### config.mk
export PLATFORM = sky130hd
export DESIGN_NAME = mlp_eval_sequencer_flat
export DESIGN_NICKNAME = d
export VERILOG_FILES = /design/src/rtl/mlp_eval_sequencer_if.sv /design/src/rtl/mlp_eval_sequencer.sv /design/src/flat_wrapper.sv
export SDC_FILE = /design/constraint.sdc
export NUM_CORES = 1
export LEC_CHECK = 0
export ABC_CLOCK_PERIOD_IN_PS = 2700
export CAP_MARGIN = 10
export CORE_UTILIZATION = 44
export CTS_CLUSTER_DIAMETER = 40
export DETAILED_ROUTE_END_ITERATION = 16
export GPL_ROUTABILITY_DRIVEN = 1
export PLACE_DENSITY = 0.87
export SETUP_SLACK_MARGIN = 0.02
export SLEW_MARGIN = 20
export SYNTH_ARGS = -nofsm -noshare
export SYNTH_HDL_FRONTEND = slang
export SYNTH_SLANG_ARGS = --single-unit
### constraint.sdc
create_clock -name clk -period 2.7 [get_ports clk]
set_input_delay 0.405 -clock clk [delete_from_list [all_inputs] [get_ports clk]]
set_output_delay 0.405 -clock clk [all_outputs]
set_load 0.05 [all_outputs]
### src/rtl/mlp_eval_sequencer_if.sv
// -----------------------------------------------------------------------------
// mlp_eval_sequencer_if
// Bundles every handshake, classifier and statistics signal of the
// printed-MLP evaluation sequencer.
//   slave  : sequencer side (consumes samples, drives the classifier input,
//            produces results and statistics)
//   master : environment side (sample source, classifier stubs, result sink)
// Signals:
//   s_valid/s_ready/s_inp/s_label/cmp_sel : sample input handshake
//   dut_inp/dut_out/gold_out              : classifier under test and golden
//   r_valid/r_ready/r_class/r_err         : result output handshake
//   sample_cnt/err_cnt/first_err_vld/first_err_idx/cnt_clr : statistics
// -----------------------------------------------------------------------------
interface mlp_eval_sequencer_if #(
  parameter int NUM_A    = 16,
  parameter int WIDTH_A  = 4,
  parameter int OUTWIDTH = 4,
  parameter int CNTW     = 16
);
  logic                       s_valid;
  logic                       s_ready;
  logic [NUM_A*WIDTH_A-1:0]   s_inp;
  logic [OUTWIDTH-1:0]        s_label;
  logic                       cmp_sel;
  logic [NUM_A*WIDTH_A-1:0]   dut_inp;
  logic [OUTWIDTH-1:0]        dut_out;
  logic [OUTWIDTH-1:0]        gold_out;
  logic                       r_valid;
  logic                       r_ready;
  logic [OUTWIDTH-1:0]        r_class;
  logic                       r_err;
  logic [CNTW-1:0]            sample_cnt;
  logic [CNTW-1:0]            err_cnt;
  logic                       first_err_vld;
  logic [CNTW-1:0]            first_err_idx;
  logic                       cnt_clr;

  modport slave (
    input  s_valid, s_inp, s_label, cmp_sel, dut_out, gold_out, r_ready, cnt_clr,
    output s_ready, dut_inp, r_valid, r_class, r_err,
           sample_cnt, err_cnt, first_err_vld, first_err_idx
  );

  modport master (
    output s_valid, s_inp, s_label, cmp_sel, dut_out, gold_out, r_ready, cnt_clr,
    input  s_ready, dut_inp, r_valid, r_class, r_err,
           sample_cnt, err_cnt, first_err_vld, first_err_idx
  );
endinterface

### src/rtl/mlp_eval_sequencer.sv
// -----------------------------------------------------------------------------
// mlp_eval_sequencer
// Accepts one flattened feature vector per handshake, applies it to the
// combinational classifier through a register, waits SETTLE cycles, captures
// the class, compares it with the latched label or the live golden class and
// streams the result out. Keeps saturating sample/mismatch counters and the
// index of the first mismatch for fault-injection campaigns.
// Ports:
//   clk : single clock, rising edge
//   rst : synchronous active-high reset
//   sq  : mlp_eval_sequencer_if.slave (handshakes, classifier, statistics)
// -----------------------------------------------------------------------------
module mlp_eval_sequencer #(
  parameter int NUM_A    = 16,
  parameter int WIDTH_A  = 4,
  parameter int OUTWIDTH = 4,
  parameter int SETTLE   = 8,
  parameter int CNTW     = 16
) (
  input  logic                    clk,
  input  logic                    rst,
  mlp_eval_sequencer_if.slave     sq
);

  localparam int IW = NUM_A * WIDTH_A;
  // Settle counter must hold SETTLE itself; keep at least one bit.
  localparam int CW = (SETTLE < 2) ? 1 : $clog2(SETTLE + 1);
  localparam logic [CW-1:0]   CNT_LOAD = CW'(SETTLE);
  localparam logic [CW-1:0]   CNT_ONE  = CW'(1);
  localparam logic [CNTW-1:0] STAT_MAX = {CNTW{1'b1}};
  localparam logic [CNTW-1:0] STAT_ONE = CNTW'(1);

  localparam logic [1:0] ST_IDLE   = 2'd0;
  localparam logic [1:0] ST_SETTLE = 2'd1;
  localparam logic [1:0] ST_EMIT   = 2'd2;

  logic [1:0]          r_state;
  logic [CW-1:0]       r_cnt;
  logic [IW-1:0]       r_dut_inp;
  logic [OUTWIDTH-1:0] r_label;
  logic                r_sel;
  logic                r_res_valid;
  logic [OUTWIDTH-1:0] r_class;
  logic                r_err;
  logic [CNTW-1:0]     r_sample_cnt;
  logic [CNTW-1:0]     r_err_cnt;
  logic                r_first_vld;
  logic [CNTW-1:0]     r_first_idx;

  logic                w_capture;
  logic [OUTWIDTH-1:0] w_ref;
  logic                w_mismatch;

  // Saturating increment for the statistics counters.
  function automatic logic [CNTW-1:0] sat_inc(input logic [CNTW-1:0] v);
    if (v == STAT_MAX) begin
      return v;
    end else begin
      return v + STAT_ONE;
    end
  endfunction

  // Capture happens on the last settle cycle; reference is the latched label
  // or the golden classifier, which sees the same registered dut_inp.
  always_comb begin
    w_capture = (r_state == ST_SETTLE) && (r_cnt == CNT_ONE);
    if (r_sel) begin
      w_ref = sq.gold_out;
    end else begin
      w_ref = r_label;
    end
    w_mismatch = (sq.dut_out != w_ref);
  end

  // Sequencer FSM: accept, settle, emit; dut_inp only changes on accept.
  always_ff @(posedge clk) begin
    if (rst) begin
      r_state     <= ST_IDLE;
      r_cnt       <= '0;
      r_dut_inp   <= '0;
      r_label     <= '0;
      r_sel       <= 1'b0;
      r_res_valid <= 1'b0;
      r_class     <= '0;
      r_err       <= 1'b0;
    end else begin
      case (r_state)
        ST_IDLE: begin
          if (sq.s_valid) begin
            r_dut_inp <= sq.s_inp;
            r_label   <= sq.s_label;
            r_sel     <= sq.cmp_sel;
            r_cnt     <= CNT_LOAD;
            r_state   <= ST_SETTLE;
          end
        end
        ST_SETTLE: begin
          if (r_cnt == CNT_ONE) begin
            r_class     <= sq.dut_out;
            r_err       <= w_mismatch;
            r_res_valid <= 1'b1;
            r_state     <= ST_EMIT;
          end else begin
            r_cnt <= r_cnt - CNT_ONE;
          end
        end
        ST_EMIT: begin
          if (sq.r_ready) begin
            r_res_valid <= 1'b0;
            r_state     <= ST_IDLE;
          end
        end
        default: begin
          r_res_valid <= 1'b0;
          r_state     <= ST_IDLE;
        end
      endcase
    end
  end

  // Statistics: clear wins over a coincident capture, counters saturate.
  always_ff @(posedge clk) begin
    if (rst || sq.cnt_clr) begin
      r_sample_cnt <= '0;
      r_err_cnt    <= '0;
      r_first_vld  <= 1'b0;
      r_first_idx  <= '0;
    end else if (w_capture) begin
      r_sample_cnt <= sat_inc(r_sample_cnt);
      if (w_mismatch) begin
        r_err_cnt <= sat_inc(r_err_cnt);
        if (!r_first_vld) begin
          r_first_vld <= 1'b1;
          r_first_idx <= r_sample_cnt;
        end
      end
    end
  end

  // s_ready is a state decode, held low while reset is asserted.
  assign sq.s_ready       = (r_state == ST_IDLE) && !rst;
  assign sq.dut_inp       = r_dut_inp;
  assign sq.r_valid       = r_res_valid;
  assign sq.r_class       = r_class;
  assign sq.r_err         = r_err;
  assign sq.sample_cnt    = r_sample_cnt;
  assign sq.err_cnt       = r_err_cnt;
  assign sq.first_err_vld = r_first_vld;
  assign sq.first_err_idx = r_first_idx;

endmodule

### src/flat_wrapper.sv
// flat-port wrapper written by rule: the top's interface ports become plain ports
module mlp_eval_sequencer_flat 
#(
  parameter int NUM_A    = 16,
  parameter int WIDTH_A  = 4,
  parameter int OUTWIDTH = 4,
  parameter int SETTLE   = 8,
  parameter int CNTW     = 16
)
  (clk, rst, sq_s_valid, sq_s_inp, sq_s_label, sq_cmp_sel, sq_dut_out, sq_gold_out, sq_r_ready, sq_cnt_clr, sq_s_ready, sq_dut_inp, sq_r_valid, sq_r_class, sq_r_err, sq_sample_cnt, sq_err_cnt, sq_first_err_vld, sq_first_err_idx);
  mlp_eval_sequencer_if #(.NUM_A(NUM_A), .WIDTH_A(WIDTH_A), .OUTWIDTH(OUTWIDTH), .CNTW(CNTW)) sq_i ();
  input  logic clk;
  input  logic rst;
  input wire logic [$bits(sq_i.s_valid)-1:0] sq_s_valid;
  input wire logic [$bits(sq_i.s_inp)-1:0] sq_s_inp;
  input wire logic [$bits(sq_i.s_label)-1:0] sq_s_label;
  input wire logic [$bits(sq_i.cmp_sel)-1:0] sq_cmp_sel;
  input wire logic [$bits(sq_i.dut_out)-1:0] sq_dut_out;
  input wire logic [$bits(sq_i.gold_out)-1:0] sq_gold_out;
  input wire logic [$bits(sq_i.r_ready)-1:0] sq_r_ready;
  input wire logic [$bits(sq_i.cnt_clr)-1:0] sq_cnt_clr;
  output wire logic [$bits(sq_i.s_ready)-1:0] sq_s_ready;
  output wire logic [$bits(sq_i.dut_inp)-1:0] sq_dut_inp;
  output wire logic [$bits(sq_i.r_valid)-1:0] sq_r_valid;
  output wire logic [$bits(sq_i.r_class)-1:0] sq_r_class;
  output wire logic [$bits(sq_i.r_err)-1:0] sq_r_err;
  output wire logic [$bits(sq_i.sample_cnt)-1:0] sq_sample_cnt;
  output wire logic [$bits(sq_i.err_cnt)-1:0] sq_err_cnt;
  output wire logic [$bits(sq_i.first_err_vld)-1:0] sq_first_err_vld;
  output wire logic [$bits(sq_i.first_err_idx)-1:0] sq_first_err_idx;
  assign sq_i.s_valid = sq_s_valid;
  assign sq_i.s_inp = sq_s_inp;
  assign sq_i.s_label = sq_s_label;
  assign sq_i.cmp_sel = sq_cmp_sel;
  assign sq_i.dut_out = sq_dut_out;
  assign sq_i.gold_out = sq_gold_out;
  assign sq_i.r_ready = sq_r_ready;
  assign sq_i.cnt_clr = sq_cnt_clr;
  assign sq_s_ready = sq_i.s_ready;
  assign sq_dut_inp = sq_i.dut_inp;
  assign sq_r_valid = sq_i.r_valid;
  assign sq_r_class = sq_i.r_class;
  assign sq_r_err = sq_i.r_err;
  assign sq_sample_cnt = sq_i.sample_cnt;
  assign sq_err_cnt = sq_i.err_cnt;
  assign sq_first_err_vld = sq_i.first_err_vld;
  assign sq_first_err_idx = sq_i.first_err_idx;
  mlp_eval_sequencer #(.NUM_A(NUM_A), .WIDTH_A(WIDTH_A), .OUTWIDTH(OUTWIDTH), .SETTLE(SETTLE), .CNTW(CNTW)) u_core (.clk(clk), .rst(rst), .sq(sq_i));
endmodule
==> results.py, run 1 <==
metrics = {
    "outcome": {
        "status": "finished, final reports clean",
    },
    "clocking": {
        "clkSinkCount": 130,
        "clk_latency_ns": 0.41,
        "clockBufferDepth": 2,
        "cts_made_buffers": 17,
        "post-cts-setup-buffers": 0,
        "tritoncts": "done",
        "path_clk_slew_ns": 0.05,
        "htree_levels": 4,
        "ctsResizeCount": 0,
        "root_buffer": "clkbuf_16",
        "cts_hold_buf": 0,
    },
    "synthesis": {
        "synth_nets": 728,
        "synth_top_area_share_pct": 49.8,
        "yosys.area.top_type": "dfxtp_1",
        "ys_async_sr_fraction_pct": 0,
        "synth_most_common_cell": "nand2_1",
        "synth_edf_count": 0,
        "ys.flop_type": "dfxtp_1",
        "ys_top_cells_by_count": "nand2_1, dfxtp_1, a21oi_1",
        "yosys_warnings": 0,
        "netlist_instances": 642,
        "yosysUniqueCellTypes": 43,
        "ys_seq_elements": 130,
        "synth_area_um2": 5220,
        "syn_avg_cell_area_um2": 8.13,
        "synth.area.top_cells": "dfxtp_1, nand2_1, a21oi_1",
        "yosysSeqAreaShare_pct": 49.8,
    },
    "layout": {
        "layout-drive-gt1-share_pct": 6.26,
        "diodes": 0,
        "final_nets": 919,
        "synthToLayoutAreaGrowth_pct": 52.8,
    },
    "die": {
        "chipHeight_um": 111,
        "io_pins": 202,
        "die_w_um": 111,
        "num_rows": 39,
        "core-area_um2": 11500,
        "initial_utilization_pct": 45.5,
        "die-area_um2": 12300,
    },
    "grt": {
        "grt_pass1_vias": 4907,
        "grt_max_degree": 84,
        "grt_first_pass_wirelength_mm": 23.4,
        "track_usage_pct": 23.6,
        "grt_overflow": 0,
        "antenna_found_initial": 0,
    },
    "critical_path": {
        "cp-end-kind": "output port",
        "required_ns": 2.30,
        "critical_path_class": "reg2out",
        "critPathLaunchType": "flop",
        "rr_startpoint": "u_core.r_cnt[0]",
        "crit_fanout": 10,
        "arrival_ns": 1.94,
        "critPathLaunch": "u_core.r_state[1]",
    },
    "pwr": {
        "p_sw_share_pct": 26.0,
        "power.leakage_uw": 0.00275,
        "p_int_uw": 3860,
        "vdd.ir_drop.worst_mv": 0.613,
        "pwr-share-comb_pct": 15.3,
        "powerDensity_nw_per_um2": 654,
        "switchingPower_uw": 1360,
        "p_seq_share_pct": 39.3,
        "p_clk_share_pct": 45.4,
    },
    "detailed_routing": {
        "drtIter0Drc": 411,
        "num_vias": 5119,
        "dr.pass1.iters": 6,
        "routedWlPerCell_um": 14.4,
        "vias_per_cell": 5.18,
        "final_antenna_net_count": 0,
        "drcViolationCount": 0,
        "drt_wl_total_mm": 14.2,
    },
    "placed_design": {
        "gp_congestion": 0.824,
        "dp_slack_ns": 0.244,
        "dpl.hpwl_mm": 9.44,
        "portBuffers": 201,
    },
    "sta": {
        "period_needed_ns": 2.35,
        "fin_crit_sh_pct": 87.0,
        "hold_viol_final": 0,
        "rsz0062_at_grt": "no",
        "layout_setup_ws_ns": 0.352,
        "worst_pin_slew_ns": 0.880,
        "fmax_mhz": 426,
        "finalSetupViolations": 0,
        "slew_headroom_pct": 41.3,
        "slew_violations": 0,
        "clock_skew_ns": 0.0106,
        "setup_tns_ns": 0,
    },
    "min_path": {
        "hp-class": "in2reg",
        "hold_start": "rst",
    },
    "run": {
        "maxCapViolCount": 0,
    },
}
registers in the layout, indices dropped and copies added, names as in the netlist:
| register | flops |
|---|---|
| u_core.sq.dut_inp | 64 |
| u_core.sq.err_cnt | 16 |
| u_core.sq.first_err_idx | 16 |
| u_core.sq.sample_cnt | 16 |
| u_core.r_cnt | 4 |
| u_core.r_label | 4 |
| u_core.sq.r_class | 4 |
| u_core.r_state | 2 |
| u_core.r_sel | 1 |
| u_core.sq.first_err_vld | 1 |
| u_core.sq.r_err | 1 |
| u_core.sq.r_valid | 1 |
metrics by stage:
stage                     total power, µW  hold WS [ns]  instance area [µm²]  std cells  utilization [%]
final                                5210         0.416                 7980        989             69.6
after global routing                 5410         0.432                 7980        989             69.6
after CTS                            5250         0.395                 7980        989             69.6
after detailed placement             2880         0.445                 7360        957             64.2
after global placement               2870         0.440                 7360        957             64.2
after floorplan                      2560         0.436                 5220        642                -
placed cells by master (no fill, tap or decap), drive strengths merged, types with 15 or more instances in the layout:
master         count
nand2            184
clkbuf            24
buf               15
o21ai             21
a21oi             89
xnor2             16
nand3             26
dfxtp            130
clkdlybuf4s50    200
nor2              31
per-layer routing:
| layer | GRT usage (%) | wire, µm | vias to the layer above |
|---|---|---|---|
| li1 | - | - | 2584 |
| met1 | 26.3 | 5800 | 2339 |
| met2 | 40.0 | 6910 | 179 |
| met3 | 10.1 | 1270 | 17 |
| met4 | 8.36 | 216 | 0 |
| met5 | 0 | 0 | - |
cells by family after synthesis:
kind of cell               Yosys count  share of synthesized area, %
buffers and inverters               50                          4.24
DFF                                130                          49.8
and+or+nand+nor                    299                          26.2
adders and majority gates            4                         0.959
AOI/OAI and AO/OA                  133                          14.2
xor gates and xnor gates            19                          3.19
muxes                                7                          1.34
path summary, 6_finish.rpt:
kind              cells past startpoint  slack, ns                 endpoint
setup / recovery                      2       0.35               sq_s_ready
hold / removal                        3       0.42    u_core.sq.err_cnt[12]
setup reg to reg                      7       0.51  u_core.sq.sample_cnt[6]
hold reg to reg                       2       0.45    u_core.sq.dut_inp[39]
power by group through the flow:
stage | clock, µW | combinational, µW | sequential, µW
floorplan | 0 | 249 | 2310
global placement | 0 | 786 | 2090
detailed placement | 0 | 794 | 2090
CTS | 2400 | 801 | 2050
global route | 2500 | 850 | 2060
finish | 2370 | 797 | 2050
worst max-delay path, cell delays in order (launching register included):
cell and delay, ns:
dfxtp_1 0.43, nor3_1 0.22, clkdlybuf4s50_1 0.89
cell type report:
cell class	instances	area, µm²
inverters	7	26.3
flip-flops and latches	130	2600
clock buffers	24	492
multi-input cells	462	2410
repair buffers	215	2140
well taps	143	179
clock inverters	8	125
fillers	892	3490
No activity file was read; power rests on OpenSTA's default activity.
==> inputs of run 2 (changes only) <==
--- a/config.mk
+++ b/config.mk
@@ -12,6 +12,7 @@
 export DETAILED_ROUTE_END_ITERATION = 16
 export GPL_ROUTABILITY_DRIVEN = 1
 export PLACE_DENSITY = 0.87
+export REMOVE_ABC_BUFFERS = 1
 export SETUP_SLACK_MARGIN = 0.02
 export SLEW_MARGIN = 20
 export SYNTH_ARGS = -nofsm -noshare
==> results.py, run 2 (synthesis results as in run 1) <==
metrics = {
    "critical_path": {
        "critPathLaunch": "u_core.r_cnt[0]",
        "required_ns": 3.00,
        "crit_fanout": 11,
        "rrSetupSlack_ns": 0.32,
        "rr_worst_depth": 5,
        "critPathLaunchType": "flop",
        "rr_startpoint": "u_core.r_cnt[0]",
        "arrival_ns": 2.68,
        "critical_path_class": "reg2reg",
        "cp-end-kind": "flop",
    },
    "sta": {
        "slew_violations": 0,
        "rsz0062_at_grt": "no",
        "finalSetupViolations": 0,
        "clock_skew_ns": 0.00473,
        "setup_tns_ns": 0,
        "period_needed_ns": 2.38,
        "worst_pin_slew_ns": 0.648,
        "fmax_mhz": 420,
        "fin_crit_sh_pct": 88.2,
        "slew_headroom_pct": 56.6,
        "hold_viol_final": 0,
    },
    "pwr": {
        "power.total_uw": 5340,
        "vdd.ir_drop.worst_mv": 0.792,
        "power.leakage_uw": 0.00280,
        "powerDensity_nw_per_um2": 662,
    },
    "placed_design": {
        "gp_congestion": 0.777,
        "portBuffers": 201,
        "dp.cells": 964,
        "dpl.hpwl_mm": 10.2,
        "post_dp_cell_area_um2": 7420,
    },
    "min_path": {
        "hold_start": "rst",
        "hp-class": "in2reg",
        "holdPathStages": 2,
    },
    "clocking": {
        "clkSinkCount": 130,
        "cts_made_buffers": 17,
        "path_clk_slew_ns": 0.06,
        "htree_levels": 4,
        "post-cts-setup-buffers": 0,
        "clockBufferDepth": 2,
        "ctsResizeCount": 0,
        "tritoncts": "done",
        "cts_hold_buf": 0,
        "clk_latency_ns": 0.41,
        "root_buffer": "clkbuf_16",
    },
    "die": {
        "die_w_um": 111,
        "core-area_um2": 11500,
        "num_rows": 39,
        "io_pins": 202,
        "chipHeight_um": 111,
        "initial_utilization_pct": 45.5,
        "die-area_um2": 12300,
    },
    "detailed_routing": {
        "vias_per_cell": 5.17,
        "dr.pass1.iters": 4,
        "drt_wl_total_mm": 14.9,
        "drcViolationCount": 0,
        "drtIter0Drc": 337,
        "num_vias": 5152,
        "routedWlPerCell_um": 15.0,
        "final_antenna_net_count": 0,
    },
    "layout": {
        "seq_area_um2": 2600,
        "final_cell_mix": "clkdlybuf4s50_1, nand2_1, dfxtp_1, a21oi_1, nor2_1",
        "layout-drive-gt1-share_pct": 7.39,
        "mostFrequentLayoutCell": "clkdlybuf4s50_1",
        "largest_reg_flops": 64,
        "multi_input_area_um2": 2410,
        "synthToLayoutAreaGrowth_pct": 54.6,
        "stdcell_count": 996,
        "fin_area_um2": 8070,
        "diodes": 0,
        "n_fill_cell": 850,
        "final_nets": 926,
    },
    "outcome": {
        "status": "finished, final reports clean",
    },
    "grt": {
        "track_usage_pct": 24.6,
        "grt_max_degree": 55,
        "grt_first_pass_wirelength_mm": 24.1,
        "grt_pass1_vias": 4962,
        "antenna_found_initial": 1,
        "grt_overflow": 0,
    },
    "run": {
        "maxCapViolCount": 0,
    },
}
==> run 2: layer usage <==
layer | GRT usage [%] | up-vias | share of wire (%)
li1 | - | 2598 | -
met1 | 26.7 | 2366 | 39
met2 | 41.6 | 170 | 50
met3 | 12.3 | 16 | 9.8
met4 | 8.27 | 2 | 1.6
met5 | 0 | - | 0.087
==> run 2: final timing paths <==
| path | to |
|---|---|
| setup / recovery | u_core.sq.err_cnt[15] |
| hold / removal | u_core.sq.r_class[3] |
| setup reg to reg | u_core.sq.err_cnt[15] |
| hold reg to reg | u_core.sq.dut_inp[20] |
==> run 2: power by group <==
group / switching, µW / internal [µW] / total, µW
clock network: 855 / 1620 / 2470
logic: 497 / 324 / 821
registers: 51.2 / 2000 / 2050
total: 1400 / 3940 / 5340
==> run 2: through the flow <==
stage                     hold slack, ns  utilization (%)  setup slack, ns
after floorplan                    0.430                -            0.158
after CTS                          0.291             70.4            0.315
after global routing               0.310             70.4            0.208
after detailed placement           0.446             64.7            0.214
after global placement             0.440             64.7            0.240
final                              0.300             70.4            0.319
==> run 2: layout make-up <==
cell class | count | share of cell area [%]
clock buffer | 20 | 5.78
tap | 143 | 2.22
timing repair buffer | 222 | 27.3
sequential | 130 | 32.2
inverter | 7 | 0.326
multi-input combinational | 462 | 29.9
clock inverter | 12 | 2.23
==> run 2: critical path, cell delays in order (launching register included) <==
cell      delay (ns)
dfxtp_1         0.39
ha_1            0.25
nor4bb_1        0.45
nand2_1         0.38
or4_1           0.59
o211a_1         0.21
==> inputs of run 3 (changes only) <==
--- a/config.mk
+++ b/config.mk
@@ -10,7 +10,7 @@
 export CORE_UTILIZATION = 44
 export CTS_CLUSTER_DIAMETER = 40
 export DETAILED_ROUTE_END_ITERATION = 16
-export GPL_ROUTABILITY_DRIVEN = 1
+export GPL_ROUTABILITY_DRIVEN = 0
 export PLACE_DENSITY = 0.87
 export REMOVE_ABC_BUFFERS = 1
 export SETUP_SLACK_MARGIN = 0.02
==> results of run 3 <==
Same layout as run 2: the final DEF is identical, and so are final timing and power.
